**config.mk**
```make
export PLATFORM = sky130hd
export DESIGN_NAME = cv32e40x_hazard_scoreboard
export DESIGN_NICKNAME = d
export VERILOG_FILES = /design/src/rtl/cv32e40x_hazard_scoreboard.sv
export SDC_FILE = /design/constraint.sdc
export NUM_CORES = 1
export LEC_CHECK = 0
export ABC_AREA = 1
export CAP_MARGIN = 10
export CORE_UTILIZATION = 43
export CTS_BUF_LIST = sky130_fd_sc_hd__clkbuf_4 sky130_fd_sc_hd__clkbuf_8
export DETAILED_ROUTE_END_ITERATION = 7
export MAX_ROUTING_LAYER = met4
export PLACE_DENSITY = 0.88
export REMOVE_ABC_BUFFERS = 1
export SLEW_MARGIN = 25
export SYNTH_ARGS = -nofsm -noshare
export SYNTH_HDL_FRONTEND = slang
export SYNTH_SLANG_ARGS = --single-unit
```
**constraint.sdc**
```tcl
create_clock -name clk -period 1.9 [get_ports clk]
set_clock_uncertainty 0.05 [all_clocks]
set_input_delay 0.475 -clock clk [delete_from_list [all_inputs] [get_ports clk]]
set_output_delay 0.475 -clock clk [all_outputs]
set_load 0.02 [all_outputs]
```
**src/rtl/cv32e40x_hazard_scoreboard.sv**
```systemverilog
// ID-stage hazard and forwarding unit with a long-latency register scoreboard.
// Selects the forwarding source for each read port and for the JALR target. Raises
// stall_o on data, jump-register and scoreboard hazards.
// Optional stall performance counters are built only when CV32E40X_HAZARD_PERF_EN is defined.
module cv32e40x_hazard_scoreboard #(
  parameter int unsigned NUM_READ_PORTS  = 2,
  parameter int unsigned NUM_FW_STAGES   = 2,
  parameter int unsigned MAX_OUTSTANDING = 4,
  parameter int unsigned REG_ADDR_W      = 5,
  localparam int unsigned SW    = $clog2(NUM_FW_STAGES + 1),
  localparam int unsigned CNT_W = $clog2(MAX_OUTSTANDING + 1),
  localparam int unsigned NREGS = 1 << REG_ADDR_W
) (
  input  logic                                 clk,
  input  logic                                 rst,
  input  logic                                 is_decoding_i,
  input  logic                                 id_valid_i,
  input  logic                                 id_ready_i,
  input  logic [NUM_READ_PORTS-1:0]            rf_re_i,
  input  logic [NUM_READ_PORTS*REG_ADDR_W-1:0] rf_raddr_i,
  input  logic                                 rf_we_id_i,
  input  logic [REG_ADDR_W-1:0]                rf_waddr_id_i,
  input  logic                                 id_long_lat_i,
  input  logic                                 jalr_i,
  input  logic [NUM_FW_STAGES-1:0]             stg_we_i,
  input  logic [NUM_FW_STAGES*REG_ADDR_W-1:0]  stg_waddr_i,
  input  logic [NUM_FW_STAGES-1:0]             stg_rdy_i,
  input  logic                                 ll_done_i,
  input  logic [REG_ADDR_W-1:0]                ll_waddr_i,
  output logic [NUM_READ_PORTS*SW-1:0]         op_fw_sel_o,
  output logic                                 jalr_fw_sel_o,
  output logic                                 stall_o,
  output logic                                 deassert_we_o,
  output logic                                 sb_full_o,
  output logic [31:0]                          stall_data_cnt_o,
  output logic [31:0]                          stall_sb_cnt_o
);

  localparam int unsigned OLDEST = NUM_FW_STAGES - 1;

  logic [NUM_READ_PORTS-1:0][REG_ADDR_W-1:0] raddr;
  logic [NUM_FW_STAGES-1:0][REG_ADDR_W-1:0]  waddr;
  logic [NUM_READ_PORTS-1:0][NUM_FW_STAGES-1:0] match;
  logic [NUM_READ_PORTS-1:0][SW-1:0] fw_sel;
  logic [NUM_READ_PORTS-1:0]         data_haz;

  logic jalr_fw, jr_haz, port0_younger;
  logic sb_raw, sb_waw, sb_cap, sb_haz, sb_full, stall_int;

  logic [NREGS-1:0] busy_q, busy_d;
  logic [CNT_W-1:0] cnt_q, cnt_d;
  logic             issue, complete;

  assign raddr = rf_raddr_i;
  assign waddr = stg_waddr_i;

  // Port/stage address match matrix; x0 never matches.
  always_comb begin
    match = '0;
    for (int p = 0; p < int'(NUM_READ_PORTS); p++) begin
      for (int s = 0; s < int'(NUM_FW_STAGES); s++) begin
        match[p][s] = rf_re_i[p] && (raddr[p] != '0) && stg_we_i[s] && (raddr[p] == waddr[s]);
      end
    end
  end

  // Forward-mux select per port; walk oldest to youngest so the youngest match wins.
  always_comb begin
    fw_sel   = '0;
    data_haz = '0;
    for (int p = 0; p < int'(NUM_READ_PORTS); p++) begin
      for (int s = int'(NUM_FW_STAGES) - 1; s >= 0; s--) begin
        if (match[p][s]) begin
          if (stg_rdy_i[s]) begin
            fw_sel[p]   = SW'(s + 1);
            data_haz[p] = 1'b0;
          end else begin
            fw_sel[p]   = '0;
            data_haz[p] = 1'b1;
          end
        end
      end
    end
  end

  // JALR target may only come from the oldest stage; any other port-0 match stalls.
  always_comb begin
    port0_younger = 1'b0;
    for (int s = 0; s < int'(NUM_FW_STAGES) - 1; s++) begin
      port0_younger = port0_younger | match[0][s];
    end
    jalr_fw = jalr_i && match[0][OLDEST] && stg_rdy_i[OLDEST] && !port0_younger;
    jr_haz  = jalr_i && (|match[0]) && !jalr_fw;
  end

  // Scoreboard hazards: RAW on any read port, WAW on rd, and no free slot for a new long op.
  always_comb begin
    sb_raw = 1'b0;
    for (int p = 0; p < int'(NUM_READ_PORTS); p++) begin
      if (rf_re_i[p] && busy_q[raddr[p]]) sb_raw = 1'b1;
    end
    sb_full = (cnt_q == CNT_W'(MAX_OUTSTANDING));
    sb_waw  = rf_we_id_i && busy_q[rf_waddr_id_i];
    sb_cap  = id_long_lat_i && sb_full;
    sb_haz  = sb_raw || sb_waw || sb_cap;
  end

  assign stall_int = id_valid_i && ((|data_haz) || sb_haz || jr_haz);

  // Outputs are forced quiet during reset; deassert_we_o still tracks the decode state.
  assign op_fw_sel_o   = rst ? '0 : fw_sel;
  assign jalr_fw_sel_o = !rst && jalr_fw;
  assign stall_o       = !rst && stall_int;
  assign sb_full_o     = !rst && sb_full;
  assign deassert_we_o = !is_decoding_i || stall_o;

  // A completion with nothing outstanding is dropped (e.g. a writeback from before a reset).
  assign issue    = id_valid_i && id_ready_i && id_long_lat_i && rf_we_id_i &&
                    (rf_waddr_id_i != '0);
  assign complete = ll_done_i && (cnt_q != '0);

  // Scoreboard next state; the set is applied after the clear so same-register reuse stays busy.
  always_comb begin
    busy_d = busy_q;
    cnt_d  = cnt_q;
    if (complete) busy_d[ll_waddr_i] = 1'b0;
    if (issue) busy_d[rf_waddr_id_i] = 1'b1;
    busy_d[0] = 1'b0;
    if (issue && !complete && !sb_full) begin
      cnt_d = cnt_q + CNT_W'(1);
    end else if (!issue && complete) begin
      cnt_d = cnt_q - CNT_W'(1);
    end
  end

  // Scoreboard state register.
  always_ff @(posedge clk) begin
    if (rst) begin
      busy_q <= '0;
      cnt_q  <= '0;
    end else begin
      busy_q <= busy_d;
      cnt_q  <= cnt_d;
    end
  end

`ifdef CV32E40X_HAZARD_PERF_EN
  logic [31:0] data_cnt_q, sb_cnt_q;
  logic        data_stall, sb_stall;

  assign data_stall = stall_int && ((|data_haz) || jr_haz);
  assign sb_stall   = stall_int && sb_haz && !((|data_haz) || jr_haz);

  // Saturating stall-cycle counters, split by hazard cause.
  always_ff @(posedge clk) begin
    if (rst) begin
      data_cnt_q <= '0;
      sb_cnt_q   <= '0;
    end else begin
      if (data_stall && (data_cnt_q != '1)) data_cnt_q <= data_cnt_q + 32'd1;
      if (sb_stall && (sb_cnt_q != '1)) sb_cnt_q <= sb_cnt_q + 32'd1;
    end
  end

  assign stall_data_cnt_o = rst ? '0 : data_cnt_q;
  assign stall_sb_cnt_o   = rst ? '0 : sb_cnt_q;
`else
  assign stall_data_cnt_o = '0;
  assign stall_sb_cnt_o   = '0;
`endif

endmodule
```
Yosys cells after proc, flatten, opt, wreduce, memory -nomap -nowiden --
Cells that the tools add are included.
Storage, ports and cells: register bits after elaboration 35
Operators by class: reductions and logical operators 52, equality and inequality tests 5, bitwise gates (word level) 3, multiplexer cells 29, order comparisons 6, add/subtract/negate cells 2
Operators by type and width (count):
- 32-bit 2-to-1 mux | 2
- 1-bit logical AND | 33
- 32-bit AND | 1
- 32-bit inverter | 1
- 32-bit OR | 1
- 5-bit by 6-bit less-than comparator with 1-bit output, second input constant | 4
- 5-bit == test | 4
- 1-bit binary-select mux with 5-bit select | 3
- 5-bit nonzero test | 3
- 1-bit 2-to-1 mux | 14
- 1-bit demux with 5-bit select | 2
- 5-bit by 1-bit >= comparator with 1-bit output, second input constant | 2
- 2-bit 2-to-1 mux | 5
- 1-bit logical NOT | 7
- 3-bit 2-to-1 mux | 2
- 1-bit logical OR | 5
- 4-bit 2-to-1 mux | 1
- 2-bit OR reduction | 2
- 3-bit by 1-bit adder with 3-bit output, second input constant | 1
- 3-bit == test, second input constant | 1
- 3-bit nonzero test | 1
- 3-bit by 1-bit subtractor with 3-bit output, second input constant | 1
- 2-bit nonzero test | 1

Depth between registers and ports, before layout --
Gate-level depths: netlist of the first run.
depth after elaboration 13, mapped depth 16, gate-level depth less buffers 15

Worst setup path before layout of the first run --
Ideal clock, no wire load.
kind input to output, start point input port rf_raddr_i[2], end point output port jalr_fw_sel_o, stages on the path 8, path buffers 1, data required time 1375 ps, arrival time 1713 ps, setup slack -338 ps, path through buf_2 -> nor2_1 -> nand3_1 -> nand2_1 -> nor2_1 -> nand2_1 -> inv_1 -> nor4_1
Between the ends: word-level cells in the longest chain between the ends 8, elaborated cells between the ends (all ways) 13, classes of those cells eq/ne: 2; reduce/logical: 11
Ends and longest elaborated chain:
- start, declared | line 20 | input logic [NUM_READ_PORTS*REG_ADDR_W-1:0] rf_raddr_i,
- 5-bit nonzero test | line 62 | match[p][s] = rf_re_i[p] && (raddr[p] != '0) && stg_we_i[s] && (raddr[p] == waddr[s]);
- 1-bit logical AND (3 in a row) | line 62
- 1-bit logical AND (2 in a row) | line 92 | jalr_fw = jalr_i && match[0][OLDEST] && stg_rdy_i[OLDEST] && !port0_younger;
- 1-bit logical AND * | line 92
- 1-bit logical AND * | line 112 | assign jalr_fw_sel_o = !rst && jalr_fw;
- end, declared | line 31 | output logic jalr_fw_sel_o,
Mark *: on every way between the ends. The rest lies on a longest branch, timed or not.

Worst setup path in the final report of the first run --
start point input port rf_raddr_i[5], end point output port deassert_we_o
Between the ends: word-level cells in the longest chain between the ends 12, elaborated cells between the ends (all ways) 22, classes of those cells eq/ne: 2; mux: 5; reduce/logical: 15
Ends and longest elaborated chain:
- parallel branches: the longest is 7 deep, another holds 1-bit binary-select mux with 5-bit select
- 1-bit logical OR * (2 in a row) | line 108 | assign stall_int = id_valid_i && ((|data_haz) || sb_haz || jr_haz);
- 1-bit logical AND * | line 108
- 1-bit logical AND * | line 113 | assign stall_o = !rst && stall_int;
- 1-bit logical OR * | line 115 | assign deassert_we_o = !is_decoding_i || stall_o;
- end, declared | line 33 | output logic deassert_we_o,
Mark *: on every way between the ends. The select of a mux whose other input is x is not followed.

==> results of run 1 <==
-- final cells by class --
cell class                      instances  share of cell area (%)
Inverter                               60                    5.04
Multi-Input combinational cell        522                    51.2
Clock inverter                          1                   0.102
Clock buffer                            7                    1.83
Timing Repair Buffer                  135                    25.3
Sequential cell                        34                    13.9
Tap cell                              102                    2.60
-- state kept, by name (all words and copies together) (netlist names) --
name    flops
busy_q     31
cnt_q       3
-- worst paths after layout --
check,startpoint,to,cells past startpoint
max,rf_raddr_i[5],deassert_we_o,15
min,busy_q[28],busy_q[28],2
max reg2reg,cnt_q[0],cnt_q[2],8
min reg2reg,busy_q[28],busy_q[28],2
-- synthesized netlist by cell type, types with 2 or more instances --
cell	instances
a21oi_1	39
dfxtp_1	34
o21ai_1	34
inv_2	10
buf_4	64
buf_2	15
inv_1	49
nor3_1	12
o21ai_0	7
or2_1	2
nor2_1	48
clkbuf_1	4
o211ai_1	2
nand4_1	4
nand2_1	246
nand3_1	47
xor2_1	4
nor3_2	5
-- stage by stage --
stage / util [%] / power, W / instances / hold slack (ns) / TNS [ns]
floorplan: - / 0.00117 / 616 / 0.398 / -0.606
global placement: 55.5 / 0.00156 / 836 / 0.412 / -13.13
detailed placement: 55.5 / 0.00157 / 836 / 0.423 / -13.93
CTS: 60.1 / 0.00220 / 855 / 0.423 / -1.92
global route: 62.9 / 0.00245 / 861 / 0.478 / -2.97
finish: 62.9 / 0.00234 / 861 / 0.436 / -2.07
-- power groups by stage --
stage / Combinational [W] / Clock [W] / Sequential (W)
2_1_floorplan: 0.000404 / 0 / 0.000765
3_3_place_gp: 0.000800 / 0 / 0.000764
3_5_place_dp: 0.000807 / 0 / 0.000764
4_1_cts: 0.000876 / 0.000576 / 0.000750
5_1_grt: 0.00110 / 0.000601 / 0.000757
6_report: 0.00101 / 0.000578 / 0.000754
-- cell families (layout without fill, tap and decap cells) --
logic type / after synthesis / count (layout) / synth area share [%]
xor gates and xnor gates: 5 / 5 / 1.25
AOI/OAI and AO/OA: 86 / 86 / 12.8
DFF: 34 / 34 / 19.5
adders and majority gates: 1 / 1 / 0.574
other: 1 / 64 / 0.107
and+or+nand+nor: 366 / 366 / 43.0
buffers and inverters: 143 / 203 / 22.8
-- critical path: cells and delay by family --
kind	cells	cell delay, ns
and+or+nand+nor	11	0.89
buffers and inverters	4	0.44
-- routing by layer --
layer,share of wire (%),vias up,track usage (%),routed length (microns)
met5,0,-,-,0
met4,5.5,0,13.7,660
met3,8.9,67,3.40,1070
met2,46,302,46.5,5610
met1,39,1977,33.3,4740
li1,-,2123,-,-
-- repair_timing --
item	4_1_cts	5_1_grt
gates resized for setup	224	79
gates cloned	4	1
endpoints found under the setup margin	11	31
setup buffers	8	5
pin swaps	41	34
==> results.sh, run 1 <==
export IMPL_rsz0062_at_grt="yes"
export IMPL_diodes=0
export IMPL_wirelength_microns=12100
export IMPL_stdcell_area_sq_um=4910
export IMPL_p_comb_share_pct=43.1
export IMPL_start_kind="input port"
export IMPL_fillers=676
export IMPL_vdd_drop_max_v=0.000254
export IMPL_layout_drive_gt1_share_pct=27.7
export IMPL_yosysWarnings=0
export IMPL_clk_pin_slew_ns=0.07
export IMPL_p_sw_share_pct=37.5
export IMPL_hold_buffers=0
export IMPL_worstPathArrival_ns=1.81
export IMPL_max_freq_mhz=429
export IMPL_netSwitchingPower_w=0.000879
export IMPL_regToRegSetupSlack_ns=-0.01
export IMPL_drv_cap=0
export IMPL_avgViaCountPerCell=5.19
export IMPL_synthDistinctLibCells=28
export IMPL_root_buffer="clkbuf_8"
export IMPL_final_hold_viol_count=0
export IMPL_hold_class="reg2reg"
export IMPL_syn_cell_area_sq_um=3490
export IMPL_grt_antenna_before_repair=0
export IMPL_clock_power_share_pct=24.7
export IMPL_core_sq_um=7810
export IMPL_synth_top_area_share_pct=26.5
export IMPL_final_common_cell="nand2_1"
export IMPL_most_common_layout_cells="230 x nand2_1, 71 x buf_4, 64 x conb_1"
export IMPL_grt_pass1_vias=3988
export IMPL_synth_area_leaders="nand2_1 26%, dfxtp_1 20%, buf_4 14%"
export IMPL_timing_final_ws_setup_ns=-0.433
export IMPL_post_dp_hpwl_microns=7970
export IMPL_cp_cell_sequence="buf_8 > buf_6 > nor2_1 > nand3_1 > nand2_2 > inv_1 > nand4_1 > nand2_1 > nand2_1 > nand2_1 > nor2_1 > nand2_1 > nand2_2 > nand2_2 > buf_6"
export IMPL_synth_edf_count=0
export IMPL_seqPwrFrac_pct=32.2
export IMPL_initial_core_util_pct=44.7
export IMPL_grt_first_pass_wirelength_microns=18500
export IMPL_cts_sinks=34
export IMPL_postRouteAntennaNets=0
export IMPL_dieArea_sq_um=8480
export IMPL_critical_path_required_ns=1.37
export IMPL_gp_congestion=0.963
export IMPL_fp_dieW_microns=92.1
export IMPL_postPlaceCellArea_sq_um=4340
export IMPL_p_leak_nw=2.42
export IMPL_post_synth_top_area_cell="nand2_1"
export IMPL_fp_row_count=32
export IMPL_multiInputGateArea_sq_um=2510
export IMPL_drcViolationCount=0
export IMPL_path_max_fanout=6
export IMPL_dieHeight_microns=92.1
export IMPL_grt_max_degree=30
export IMPL_htreeDepth=2
export IMPL_report_final_slew_viol_count=0
export IMPL_cts_tree="yes"
export IMPL_fin_crit_ns=2.33
export IMPL_avgRoutedWirePerCell_microns=14.0
export IMPL_timing_final_crit_share_pct=123
export IMPL_place_ws_ns=-1.35
export IMPL_synthFlopType="dfxtp_1"
export IMPL_synthArstFlopShare_pct=0
export IMPL_violations="negative setup slack"
export IMPL_overflow=0
export IMPL_clk_latency_ns=0.29
export IMPL_setup_viol=8
export IMPL_status="finished, violations left"
export IMPL_cpPeakStageDelay_ns=0.13
export IMPL_crit_path_frequent_cell="nand2_1"
export IMPL_syn_to_final_growth_pct=40.7
export IMPL_io_pins=117
export IMPL_pwr_density_cell_nw_per_um2=477
export IMPL_port_buffer_count=52
export IMPL_endpoint_kind="output pin"
export IMPL_grt_total_usage_pct=27.9
export IMPL_cts_buffers=5
export IMPL_vias=4469
export IMPL_syn_inst=636
export IMPL_syn_area_per_cell_sq_um=5.49
export IMPL_nets=804
export IMPL_drtPass1Iterations=5
export IMPL_synth_seq_cells=34
export IMPL_p_int_w=0.00146
export IMPL_clk_path_buf_depth=2
export IMPL_crit_path_top_delay_cell="buf_6"
export IMPL_synth_seq_area_share_pct=19.5
export IMPL_area_sequential_sq_um=684
export IMPL_worstSetupPathType="in2out"
export IMPL_drt_iter0_drc=283
(Power assumes the default switching activity.)
==> run 2, diff against run 1 <==
- CORE_MARGIN: default -> 5
==> run 2 against run 1 <==
The run still ends with negative setup slack left. Hold slack gained 0.015 ns. Die area grew 18%. Setup slack lost 0.018 ns. Core utilization grew 0.16 points. Non-clock buffer count shrank 1. Clock power is essentially flat. Global-route usage shrank 3.0 points. Cell count shrank 0.12%. Total power shrank 1.4%. Register-to-register slack gained 0.04 ns. Critical path type unchanged. Largest cell class unchanged.
==> results.sh, run 2 (synthesis results as in run 1) <==
export IMPL_status="finished, violations left"
export IMPL_stdcell_area_sq_um=4920
export IMPL_r2r_cells=8
export IMPL_clk_pin_slew_ns=0.07
export IMPL_avgRoutedWirePerCell_microns=14.7
export IMPL_critical_path_required_ns=1.37
export IMPL_multiInputGateArea_sq_um=2510
export IMPL_overflow=0
export IMPL_largest_register_ffs=31
export IMPL_max_freq_mhz=425
export IMPL_vdd_drop_max_v=0.000337
export IMPL_hold_buffers=0
export IMPL_fillers=687
export IMPL_postRouteAntennaNets=0
export IMPL_timing_final_crit_share_pct=124
export IMPL_drcViolationCount=0
export IMPL_crit_path_start="rf_raddr_i[4]"
export IMPL_rsz0062_at_grt="yes"
export IMPL_initial_core_util_pct=44.7
export IMPL_diodes=0
export IMPL_grt_first_pass_wirelength_microns=19900
export IMPL_nets=803
export IMPL_top_register="busy_q"
export IMPL_drt_iter0_drc=510
export IMPL_avgViaCountPerCell=5.17
export IMPL_layout_drive_gt1_share_pct=27.8
export IMPL_htreeDepth=2
export IMPL_wirelength_microns=12600
export IMPL_final_common_cell="nand2_1"
export IMPL_grt_pass1_vias=4175
export IMPL_violations="negative setup slack"
export IMPL_post_dp_hpwl_microns=8720
export IMPL_path_max_fanout=4
export IMPL_io_pins=117
export IMPL_cts_buffers=5
export IMPL_start_kind="input port"
export IMPL_p_leak_nw=2.44
export IMPL_grt_busiest_layer="met2"
export IMPL_pwr_density_cell_nw_per_um2=469
export IMPL_holdWs_ns=0.451
export IMPL_fin_crit_ns=2.35
export IMPL_report_final_slew_viol_count=0
export IMPL_worstSetupPathType="in2out"
export IMPL_clk_path_buf_depth=2
export IMPL_grtUsageMet3_pct=3.68
export IMPL_area_sequential_sq_um=684
export IMPL_dieHeight_microns=100
export IMPL_top_regs="busy_q (31), cnt_q (3)"
export IMPL_min_from="busy_q[28]"
export IMPL_grt_util_met1_pct=30.9
export IMPL_postPlaceCellArea_sq_um=4390
export IMPL_root_buffer="clkbuf_8"
export IMPL_cts_sinks=34
export IMPL_grt_antenna_before_repair=0
export IMPL_syn_to_final_growth_pct=41.1
export IMPL_hold_class="reg2reg"
export IMPL_fp_dieW_microns=100
export IMPL_clk_latency_ns=0.30
export IMPL_grt_max_degree=32
export IMPL_gp_congestion=0.964
export IMPL_most_common_layout_cells="221 x nand2_1, 69 x buf_4, 64 x conb_1"
export IMPL_dieArea_sq_um=10000
export IMPL_setup_viol=7
export IMPL_cts_tree="yes"
export IMPL_utilization_pct=63.1
export IMPL_final_hold_viol_count=0
export IMPL_setup_tns_ns=-1.80
export IMPL_drtPass1Iterations=6
export IMPL_endpoint_kind="output pin"
export IMPL_timing_rr_start="cnt_q[1]"
export IMPL_grt_total_usage_pct=24.9
export IMPL_worstPathArrival_ns=1.83
export IMPL_vias=4450
export IMPL_use_met2_pct=39.8
export IMPL_fin_total_pwr_w=0.00231
export IMPL_timing_final_ws_setup_ns=-0.451
export IMPL_core_sq_um=7810
export IMPL_drv_cap=0
export IMPL_fp_row_count=32
export IMPL_port_buffer_count=52
export IMPL_hold_depth=2
==> run 2: cell types whose count changed in the layout (fill, tap and decap cells not counted), sizes merged <==
cell / change
clkinv: -1
clkbuf: -9
clkdlybuf4s15: +4
buf: +4
inv: +1
==> run 2: report_power, final <==
part           switching, W  leakage, nW  internal, W  total (W)
logic              0.000576         2.11     0.000407   0.000983
registers         0.0000143        0.276     0.000734   0.000749
clock network      0.000272       0.0517     0.000307   0.000579
total              0.000862         2.44      0.00145    0.00231
==> run 2: per-stage QoR <==
step / std cells / setup WS (ns)
floorplan: 616 / -0.231
global placement: 841 / -1.34
detailed placement: 841 / -1.32
CTS: 858 / -0.412
global route: 860 / -0.554
finish: 860 / -0.451
==> run 2: area by class of cell <==
class / instances / area share (%)
Clock inverter: 1 / 0.102
Clock buffer: 7 / 1.83
Inverter: 60 / 5.08
Multi-Input combinational cell: 522 / 50.9
Tap cell: 102 / 2.59
Timing Repair Buffer: 134 / 25.6
Sequential cell: 34 / 13.9
==> run 2: metal layers <==
metal	share of wire, %	vias to the layer above
li1	-	2125
met1	37	1878
met2	46	366
met3	11	81
met4	5.0	0
met5	0	-
==> run 2: worst paths after layout <==
path	end	slack [ns]
setup / recovery	deassert_we_o	-0.45
hold reg to reg	busy_q[28]	0.45
hold / removal	busy_q[28]	0.45
setup reg to reg	cnt_q[2]	0.03
==> run 2: critical path: stages <==
cell and delay, ns:
buf_4 0.13, buf_4 0.13, xnor2_2 0.11, nand2_1 0.08
nor2_2 0.21, nand4_1 0.12, nand2_1 0.08, nand2_1 0.07
nand2_1 0.07, nor2_1 0.04, nand2_1 0.06, nand2_2 0.06
nand2_2 0.06, buf_6 0.11
==> run 2: repair_timing <==
item,in CTS,in global routing
resized for setup,244,61
pin swaps,61,49
endpoints found under the setup margin,11,12
buffers inserted,8,2
gates cloned,2,0
